<file path="src/rtl/fpu_pkg.sv">
// Shared FPU definitions: binary32 field widths, rounding-mode encodings
// and integer saturation constants used by the float-to-int converter.
package fpu_pkg;

  localparam int EXP_W  = 8;
  localparam int FRAC_W = 23;
  localparam int BIAS   = 127;

  localparam logic [2:0] RM_RNE = 3'b000;
  localparam logic [2:0] RM_RTZ = 3'b001;
  localparam logic [2:0] RM_RDN = 3'b010;
  localparam logic [2:0] RM_RUP = 3'b011;
  localparam logic [2:0] RM_RMM = 3'b100;

  localparam logic [31:0] SAT_S_MAX = 32'h7FFF_FFFF;
  localparam logic [31:0] SAT_S_MIN = 32'h8000_0000;
  localparam logic [31:0] SAT_U_MAX = 32'hFFFF_FFFF;

  // Biased exponent at which the significand is already an integer (E = 23).
  localparam logic [EXP_W-1:0] EXP_ALIGN = 8'd150;
  // Smallest biased exponent that still reaches the guard bit (E = -1).
  localparam logic [EXP_W-1:0] EXP_GUARD = 8'd126;
  // Largest biased exponent whose magnitude fits in 32 bits (E = 31).
  localparam logic [EXP_W-1:0] EXP_MAX32 = 8'd158;

  // All-ones exponent with a nonzero fraction encodes a NaN.
  function automatic logic is_nan(input logic [31:0] op);
    return (op[30:23] == 8'hFF) && (op[22:0] != 23'd0);
  endfunction

endpackage

</file>
<file path="src/rtl/fp_shift_round.sv">
// Aligns a 24-bit significand to an integer magnitude, collecting
// guard/sticky bits, and applies the rounding increment. Exponents above
// the 32-bit range produce an unspecified magnitude; the caller saturates.
module fp_shift_round
  import fpu_pkg::*;
(
  input  logic              i_sign,
  input  logic [EXP_W-1:0]  i_exp,
  input  logic [FRAC_W:0]   i_man,
  input  logic [2:0]        i_rm,
  output logic [32:0]       o_mag,
  output logic              o_inexact
);

  logic [47:0] w_ext;
  logic [31:0] w_int;
  logic [4:0]  w_rsh;
  logic [3:0]  w_lsh;
  logic        w_guard;
  logic        w_sticky;
  logic        w_inc;

  // Alignment: left shift for large exponents, right shift with guard/sticky otherwise.
  always_comb begin
    w_ext    = 48'd0;
    w_int    = 32'd0;
    w_rsh    = 5'd0;
    w_lsh    = 4'd0;
    w_guard  = 1'b0;
    w_sticky = 1'b0;
    if (i_exp >= EXP_ALIGN) begin
      w_lsh = (i_exp > EXP_MAX32) ? 4'd8 : 4'(i_exp - EXP_ALIGN);
      w_int = {8'd0, i_man} << w_lsh;
    end else if (i_exp >= EXP_GUARD) begin
      // Shift of 1..24: the dropped bits land in w_ext[23:0].
      w_rsh    = 5'(EXP_ALIGN - i_exp);
      w_ext    = {i_man, 24'd0} >> w_rsh;
      w_int    = {8'd0, w_ext[47:24]};
      w_guard  = w_ext[23];
      w_sticky = |w_ext[22:0];
    end else begin
      // Far below one half: everything is sticky.
      w_sticky = |i_man;
    end
  end

  // Rounding increment decision; RTZ and reserved encodings truncate.
  always_comb begin
    w_inc = 1'b0;
    case (i_rm)
      RM_RNE:  w_inc = w_guard & (w_sticky | w_int[0]);
      RM_RDN:  w_inc = i_sign & (w_guard | w_sticky);
      RM_RUP:  w_inc = ~i_sign & (w_guard | w_sticky);
      RM_RMM:  w_inc = w_guard;
      default: w_inc = 1'b0;
    endcase
  end

  assign o_mag     = {1'b0, w_int} + {32'd0, w_inc};
  assign o_inexact = w_guard | w_sticky;

endmodule

</file>
<file path="src/rtl/fpu_convert.sv">
// Binary32 to 32-bit integer converter (FCVT.W.S / FCVT.WU.S) with
// saturation, NV/NX flags and a single output register stage.
// Optional feature macro: FP_CONVERT_RM_EN adds the rm port (otherwise RTZ).
module fpu_convert
  import fpu_pkg::*;
#(
  parameter int XLEN = 32
)(
  input  logic             clk,
  input  logic             rst_n,
  input  logic             in_valid,
  input  logic [XLEN-1:0]  A,
  input  logic             is_unsigned,
`ifdef FP_CONVERT_RM_EN
  input  logic [2:0]       rm,
`endif
  output logic             out_valid,
  output logic [31:0]      result,
  output logic             flag_nv,
  output logic             flag_nx
);

  logic              w_sign;
  logic [EXP_W-1:0]  w_exp;
  logic [FRAC_W:0]   w_man;
  logic              w_nan;
  logic              w_big;
  logic [2:0]        w_rm;
  logic [32:0]       w_mag;
  logic              w_inexact;
  logic [31:0]       w_res;
  logic              w_nv;
  logic              w_nx;

  logic              r_out_valid;
  logic [31:0]       r_result;
  logic              r_nv;
  logic              r_nx;

  assign w_sign = A[XLEN-1];
  assign w_exp  = A[30:23];
  assign w_man  = {(w_exp != 8'd0), A[22:0]};
  assign w_nan  = is_nan(A[31:0]);
  // Magnitude at least 2^32 (also covers infinities).
  assign w_big  = (w_exp > EXP_MAX32);

`ifdef FP_CONVERT_RM_EN
  assign w_rm = rm;
`else
  assign w_rm = RM_RTZ;
`endif

  fp_shift_round u_shift_round (
    .i_sign    (w_sign),
    .i_exp     (w_exp),
    .i_man     (w_man),
    .i_rm      (w_rm),
    .o_mag     (w_mag),
    .o_inexact (w_inexact)
  );

  // Classification and saturation of the rounded magnitude into the result and flags.
  always_comb begin
    w_res = 32'd0;
    w_nv  = 1'b0;
    w_nx  = 1'b0;
    if (w_nan) begin
      w_res = is_unsigned ? SAT_U_MAX : SAT_S_MAX;
      w_nv  = 1'b1;
    end else if (is_unsigned) begin
      if (w_sign) begin
        if (w_big || (w_mag != 33'd0)) begin
          w_res = 32'd0;
          w_nv  = 1'b1;
        end else begin
          w_res = 32'd0;
          w_nx  = w_inexact;
        end
      end else if (w_big || w_mag[32]) begin
        w_res = SAT_U_MAX;
        w_nv  = 1'b1;
      end else begin
        w_res = w_mag[31:0];
        w_nx  = w_inexact;
      end
    end else begin
      if (w_sign) begin
        if (w_big || (w_mag > {1'b0, SAT_S_MIN})) begin
          w_res = SAT_S_MIN;
          w_nv  = 1'b1;
        end else begin
          w_res = 32'd0 - w_mag[31:0];
          w_nx  = w_inexact;
        end
      end else if (w_big || (w_mag > {1'b0, SAT_S_MAX})) begin
        w_res = SAT_S_MAX;
        w_nv  = 1'b1;
      end else begin
        w_res = w_mag[31:0];
        w_nx  = w_inexact;
      end
    end
  end

  // Output registers: valid follows in_valid, data/flags load only on a valid operand.
  always_ff @(posedge clk) begin
    if (!rst_n) begin
      r_out_valid <= 1'b0;
      r_result    <= 32'd0;
      r_nv        <= 1'b0;
      r_nx        <= 1'b0;
    end else begin
      r_out_valid <= in_valid;
      if (in_valid) begin
        r_result <= w_res;
        r_nv     <= w_nv;
        r_nx     <= w_nx;
      end else begin
        r_result <= r_result;
        r_nv     <= r_nv;
        r_nx     <= r_nx;
      end
    end
  end

  assign out_valid = r_out_valid;
  assign result    = r_result;
  assign flag_nv   = r_nv;
  assign flag_nx   = r_nx;

endmodule

</file>
<file path="config.mk">
export PLATFORM = sky130hd
export DESIGN_NAME = fpu_convert
export DESIGN_NICKNAME = d
export VERILOG_FILES = /design/src/rtl/fpu_pkg.sv /design/src/rtl/fp_shift_round.sv /design/src/rtl/fpu_convert.sv
export SDC_FILE = /design/constraint.sdc
export NUM_CORES = 1
export LEC_CHECK = 0
export ABC_AREA = 1
export BUFFER_PORTS_ARGS = -buffer_cell sky130_fd_sc_hd__clkbuf_2
export CAP_MARGIN = 20
export CORE_MARGIN = 2
export CORE_UTILIZATION = 48
export DETAILED_ROUTE_END_ITERATION = 8
export GPL_TIMING_DRIVEN = 1
export PLACE_DENSITY = 0.67
export SLEW_MARGIN = 20
export SYNTH_ARGS = -nofsm -noshare
export SYNTH_HDL_FRONTEND = slang
export SYNTH_HIERARCHICAL = 1
export SYNTH_SLANG_ARGS = --single-unit
</file>
<file path="constraint.sdc">
create_clock -name clk -period 5.6 [get_ports clk]
set_clock_uncertainty 0.2 [all_clocks]
set_input_delay 0.56 -clock clk [delete_from_list [all_inputs] [get_ports clk]]
set_output_delay 0.56 -clock clk [all_outputs]
set_load 0.01 [all_outputs]
</file>
==> results.ini, run 1 <==
[cells_and_area]
layout.cells.non_filler=1605
final_common_cell=nand2_1
num_antenna_cells=0
layout-drive-gt1-share_pct=9.993
final_util_pct=52.34
syn_to_final_growth_pct=6.250
final_cell_mix=nand2_1, nand3_1, nor2_1, inv_1, o21ai_0
fin_nets=1465

[worst_setup_path]
r2r_start=result[19]$_SDFFE_PN0P_
cp_slowest_cell=buf_4
worstPathArrival_ps=5040
start_kind=input pin
reg2reg_depth=2
crit_buf_inv=3
critPathMaxStageDelay_ps=550
r2r_end=result[19]$_SDFFE_PN0P_
required_ps=5620
endpoint_kind=register
path_class=in -> reg
cp_max_fo=68
crit_top_cell=nand2_1
crit_family=simple AND/OR/NAND/NOR gates
ff2ff_setup_slack_ps=4710

[min_path]
hold_path.startpoint=flag_nx$_SDFFE_PN0P_
whs_path_depth=2
hp-class=reg -> reg
min_to=flag_nx$_SDFFE_PN0P_

[logic_synthesis]
netlist_area_mm2=0.007187
yosysUniqueCellTypes=43
yosysTopAreaCell=nand2_1
synth_top_area_share_pct=21.57
yosysSeqAreaShare_pct=9.749
synth_async_sr_flop_share_pct=0
synth-seq-cells=35
synthFlopType=dfxtp_1
syn_inst=1397
yosys_warnings=6
syn-mean-instance-area_um2=5.145
synth_edf_count=0
ys_top_cells_by_area=nand2_1, nand3_1, dfxtp_1

[pwr]
power_mw=1.504
power_density_mw_per_mm2=197.0
p_leak_nw=3.730
power_frac_seq_pct=18.7
internal_power_uw=725.8
p_comb_share_pct=61.4
p_clk_share_pct=19.9
irDropWorstVdd_mv=0.1294
p_sw_uw=778.3
p_sw_share_pct=51.75

[timing]
max-slew-margin-rel_pct=30.54
tightest_slew_ps=1041
fin_crit_ps=5022
layout_worst_path_cycle_share_pct=89.68
setup_tns_ps=0
drv_slew=0
hold_slack_ps=274.9
max_freq_mhz=199.1
rsz0062_at_grt=false
setup-violations-final=0
final_hold_viol_count=0

[clock_network]
clk_latency_ps=290
cts.path.max_buffers=2
holdBufCountCts=0
cts_tree=built
cts_setup_buffers=0
clock-sinks=35
cts_resized=0
clkSlewWorstSetupHoldPaths_ps=60
numCtsBuffers=5
cts-htree-levels=2
cts_root_buf=clkbuf_16

[global_routing]
grt_pass1_wl_mm=42.64
first_global_vias=8274
antenna_found_initial=0
grt_max_degree=69
grtUsageTotal_pct=32.51
grt.overflow.total=0

[die]
die_y_um=126.4
dieArea_mm2=0.01597
num_io_pins=71
start_util_pct=49.26
num_rows=44
design.core.area_mm2=0.01459
chipWidth_um=126.4

[drt]
route.detailed.drc=0
drt_first_iter_violations=1459
drtPass1Iterations=6
wl_per_cell_um=16.64
ant_nets=0
drt-vias-per-instance=5.870
drt_wl_total_mm=26.71
vias=9422

[placement]
place_congestion=1.004
numPortBuffers=70
placed_cells=1596
dp_hpwl_mm=20.68

[status]
status=finished clean

[flow_run]
maxCapViolations=0

[cells in the mapped netlist (10+ instances only)]
master	count
nor4_1	13
nand4_1	24
buf_2	27
a21oi_1	55
dfxtp_1	35
o21ai_0	76
nand3_1	291
nor3_1	17
inv_1	120
a21oi_2	20
nor2_1	141
xor2_1	36
nand2_1	413
o211ai_1	10
clkbuf_1	21
[cell type report]
type / count / area, um^2
Clock buffer: 8 / 156.4
Fill cell: 1629 / 6953
Inverter: 130 / 488.0
Multi-Input combinational cell: 1166 / 5613
Sequential cell: 35 / 700.7
Tap cell: 184 / 230.2
Timing Repair Buffer: 82 / 447.9
[through the flow]
step | setup slack [ps] | instance area, um^2
2_1_floorplan | 1244 | 7206
3_3_place_gp | 481.4 | 7465
3_5_place_dp | 405.4 | 7465
4_1_cts | 689.4 | 7621
5_1_grt | 188.5 | 7636
6_report | 577.7 | 7636
[logic make-up (layout without fill, tap and decap cells)]
| logic type | Yosys count | in the layout | synth area share (%) |
|---|---|---|---|
| compound gates | 180 | 180 | 14.52 |
| xor+xnor | 41 | 41 | 5.101 |
| fa+ha+maj | 9 | 9 | 1.567 |
| buf+inv | 201 | 220 | 12.41 |
| flops | 35 | 35 | 9.749 |
| other cells | 3 | 8 | 0.1567 |
| simple gates | 928 | 928 | 56.49 |
[metal layers]
layer / up-vias / global-route usage, % / wire [um]
li1: 4665 / - / -
met1: 4203 / 46.46 / 12080
met2: 504 / 49.92 / 11470
met3: 50 / 7.465 / 2657
met4: 0 / 6.981 / 496
met5: - / 0 / 0
[worst register-to-register path: stages (launching register included)]
cell and delay, ps:
dfxtp_1 360, o21ai_0 80, a21oi_1 170
[how the worst max path moves through the flow]
stage | from | endpoint | slack, ps | cells after the start
after detailed placement | A[23] | result[19]$_SDFFE_PN0P_ | 410 | 26
after CTS | A[23] | result[19]$_SDFFE_PN0P_ | 690 | 26
after global placement | A[23] | result[12]$_SDFFE_PN0P_ | 480 | 26
after global routing | A[23] | result[12]$_SDFFE_PN0P_ | 190 | 26
final | A[23] | result[2]$_SDFFE_PN0P_ | 580 | 26
after floorplan | A[23] | result[2]$_SDFFE_PN0P_ | 1240 | 30
[power by group through the flow]
stage	combinational [mW]	sequential, mW	clock [mW]
floorplan	0.653	0.294	0
global placement	0.897	0.285	0
detailed placement	0.891	0.286	0
CTS	0.896	0.280	0.303
global route	1.02	0.283	0.316
finish	0.924	0.281	0.299
[flip-flops by register name (all words and copies together) (netlist names)]
signal	count
flag_nx	1
result	32
flag_nv	1
out_valid	1
Note: power is estimated with default switching activity, not from simulation.
==> run 2: changes to the inputs <==
--- a/config.mk
+++ b/config.mk
@@ -16,5 +16,4 @@
 export SLEW_MARGIN = 20
 export SYNTH_ARGS = -nofsm -noshare
 export SYNTH_HDL_FRONTEND = slang
-export SYNTH_HIERARCHICAL = 1
 export SYNTH_SLANG_ARGS = --single-unit
==> results.ini, run 2 <==
[die]
dieArea_mm2=0.01429
start_util_pct=48.76
num_io_pins=71
design.core.area_mm2=0.01314
num_rows=42
die_y_um=119.5
chipWidth_um=119.5

[placement]
place_congestion=1.019
dp_hpwl_mm=19.60
place_ws_ps=656.3
placed_cells=1450
numPortBuffers=70

[timing]
hold_slack_ps=270.1
max_freq_mhz=210.5
layout_worst_path_cycle_share_pct=84.83
setup_tns_ps=0
tightest_slew_ps=1056
fin_crit_ps=4750
fin_ws_ps=849.6
max-slew-margin-rel_pct=29.44
drv_slew=0
final_hold_viol_count=0
setup-violations-final=0
rsz0062_at_grt=false

[worst_setup_path]
reg2reg_depth=2
ff2ff_setup_slack_ps=4710
r2r_start=result[5]$_SDFFE_PN0P_
r2r_end=result[5]$_SDFFE_PN0P_
endpoint=result[10]$_SDFFE_PN0P_
cp_max_fo=24
startpoint=A[23]
start_kind=input pin
required_ps=5610
endpoint_kind=register
worstPathArrival_ps=4760
path_class=in -> reg

[global_routing]
grt_max_degree=39
grt.overflow.total=0
grtUsageTotal_pct=34.57
antenna_found_initial=0
first_global_vias=7636
grt_pass1_wl_mm=39.91

[cells_and_area]
final_common_cell=nand2_1
fin_nets=1324
layout-drive-gt1-share_pct=10.07
final_util_pct=52.33
multi_input_area_mm2=0.004935
seqCellArea_um2=700.7
layout.cells.non_filler=1457
num_antenna_cells=0
nFillCells=1520
syn_to_final_growth_pct=7.324
largest_reg_flops=32
final_cell_mix=nand2_1, nand3_1, inv_1, nor2_1, o21ai_0

[logic_synthesis]
syn-num-nets=1303
syn-mean-instance-area_um2=5.084
yosysSeqAreaShare_pct=10.94
yosysUniqueCellTypes=41
netlist_area_mm2=0.006406
synth-seq-cells=35
synth_top_area_share_pct=22.79
syn_inst=1260
synth_edf_count=0
ys_top_cells_by_area=nand2_1, nand3_1, dfxtp_1
synthFlopType=dfxtp_1
yosysTopAreaCell=nand2_1
synth_common_cells=nand2_1, nand3_1, inv_1, nor2_1, o21ai_0
synth_most_common_cell=nand2_1
synth_async_sr_flop_share_pct=0
yosys_warnings=0

[clock_network]
holdBufCountCts=0
cts_tree=built
clock-sinks=35
clkSlewWorstSetupHoldPaths_ps=60
cts-htree-levels=2
cts_root_buf=clkbuf_16
clk_latency_ps=280
cts.path.max_buffers=2
cts_setup_buffers=0
cts_resized=0
numCtsBuffers=5

[pwr]
p_comb_share_pct=62.6
irDropWorstVdd_mv=0.1309
p_leak_nw=3.670
p_sw_share_pct=51.81
power_density_mw_per_mm2=217.8
power_frac_seq_pct=18.7
p_sw_uw=775.7
internal_power_uw=721.6
p_clk_share_pct=18.6

[drt]
drt_wl_total_mm=25.01
vias=8662
wl_per_cell_um=17.16
drt_first_iter_violations=1034
ant_nets=0
route.detailed.drc=0
drtPass1Iterations=7
drt-vias-per-instance=5.945

[min_path]
hp-class=reg -> reg

[flow_run]
maxCapViolations=0

[status]
status=finished clean

[run 2: cell types whose count changed in the layout (fill, tap and decap cells not counted), sizes merged, moves of 4 or more]
cell and change:
conb -8, nand2 -23, or2 +5, nor3 -4
inv -25, buf +5, o21ai +19, xor2 -23
nor2 -47, nand3 -5, nor4 -9, a21oi -19
[run 2: routing by layer]
layer / part of all wire, % / wire length (um) / vias up / GRT usage, %
met5: 0 / 0 / - / 0
met4: 2.6 / 638 / 0 / 9.559
met3: 10 / 2621 / 62 / 7.082
met2: 44 / 10890 / 514 / 53.54
met1: 43 / 10860 / 3860 / 48.62
li1: - / - / 4226 / -
[run 2: kinds of logic after synthesis]
kind of cell	synth area share (%)
buffers and inverters	12.27
AND/OR/NAND/NOR	58.63
XOR/XNOR	2.051
AO/OA/AOI/OAI	14.75
adder cells (fa/ha/maj)	1.367
flip-flops	10.94
[run 2: final cells by class]
| type | count | share of cell area [%] |
|---|---|---|
| multi-input combinational | 1046 | 71.77 |
| sequential | 35 | 10.19 |
| timing repair buffer | 87 | 6.952 |
| inverter | 106 | 5.787 |
| tap | 176 | 3.203 |
| clock buffer | 6 | 2.020 |
| clock inverter | 1 | 0.07279 |
[run 2: worst min path at each step]
stage	from	to	slack, ps	cells after the start
2_1_floorplan	flag_nx$_SDFFE_PN0P_	flag_nx$_SDFFE_PN0P_	290	2
3_3_place_gp	flag_nx$_SDFFE_PN0P_	flag_nx$_SDFFE_PN0P_	260	2
3_5_place_dp	flag_nx$_SDFFE_PN0P_	flag_nx$_SDFFE_PN0P_	260	2
4_1_cts	flag_nx$_SDFFE_PN0P_	flag_nx$_SDFFE_PN0P_	270	2
5_1_grt	flag_nx$_SDFFE_PN0P_	flag_nx$_SDFFE_PN0P_	300	2
6_report	flag_nx$_SDFFE_PN0P_	flag_nx$_SDFFE_PN0P_	270	2
[run 2: through the flow]
stage               area, um^2  total power, mW
floorplan                 6406           0.9618
global placement          6731            1.194
detailed placement        6731            1.191
CTS                       6875            1.476
global route              6875            1.615
finish                    6875            1.497
[run 2: worst max-delay path, stage by stage]
cell and delay, ps:
clkbuf_2 350, inv_2 200, ha_1 350, clkinv_1 500, nand3_1 310, nand2_1 150, nand2_1 90, nand2_1 70
nand3_1 70, nand2_1 50, nor2_1 230, ha_1 260, nand3_2 160, nor3_4 350, nand4_2 150, nand2_2 420
o21ai_1 130, inv_1 150, nand2_1 60, a21oi_1 130
[run 2: power groups by stage]
| stage | logic [mW] | registers, mW | clock network [mW] |
|---|---|---|---|
| floorplan | 0.667 | 0.295 | 0 |
| global placement | 0.909 | 0.286 | 0 |
| detailed placement | 0.905 | 0.286 | 0 |
| CTS | 0.912 | 0.281 | 0.283 |
| global route | 1.04 | 0.283 | 0.293 |
| finish | 0.937 | 0.281 | 0.279 |
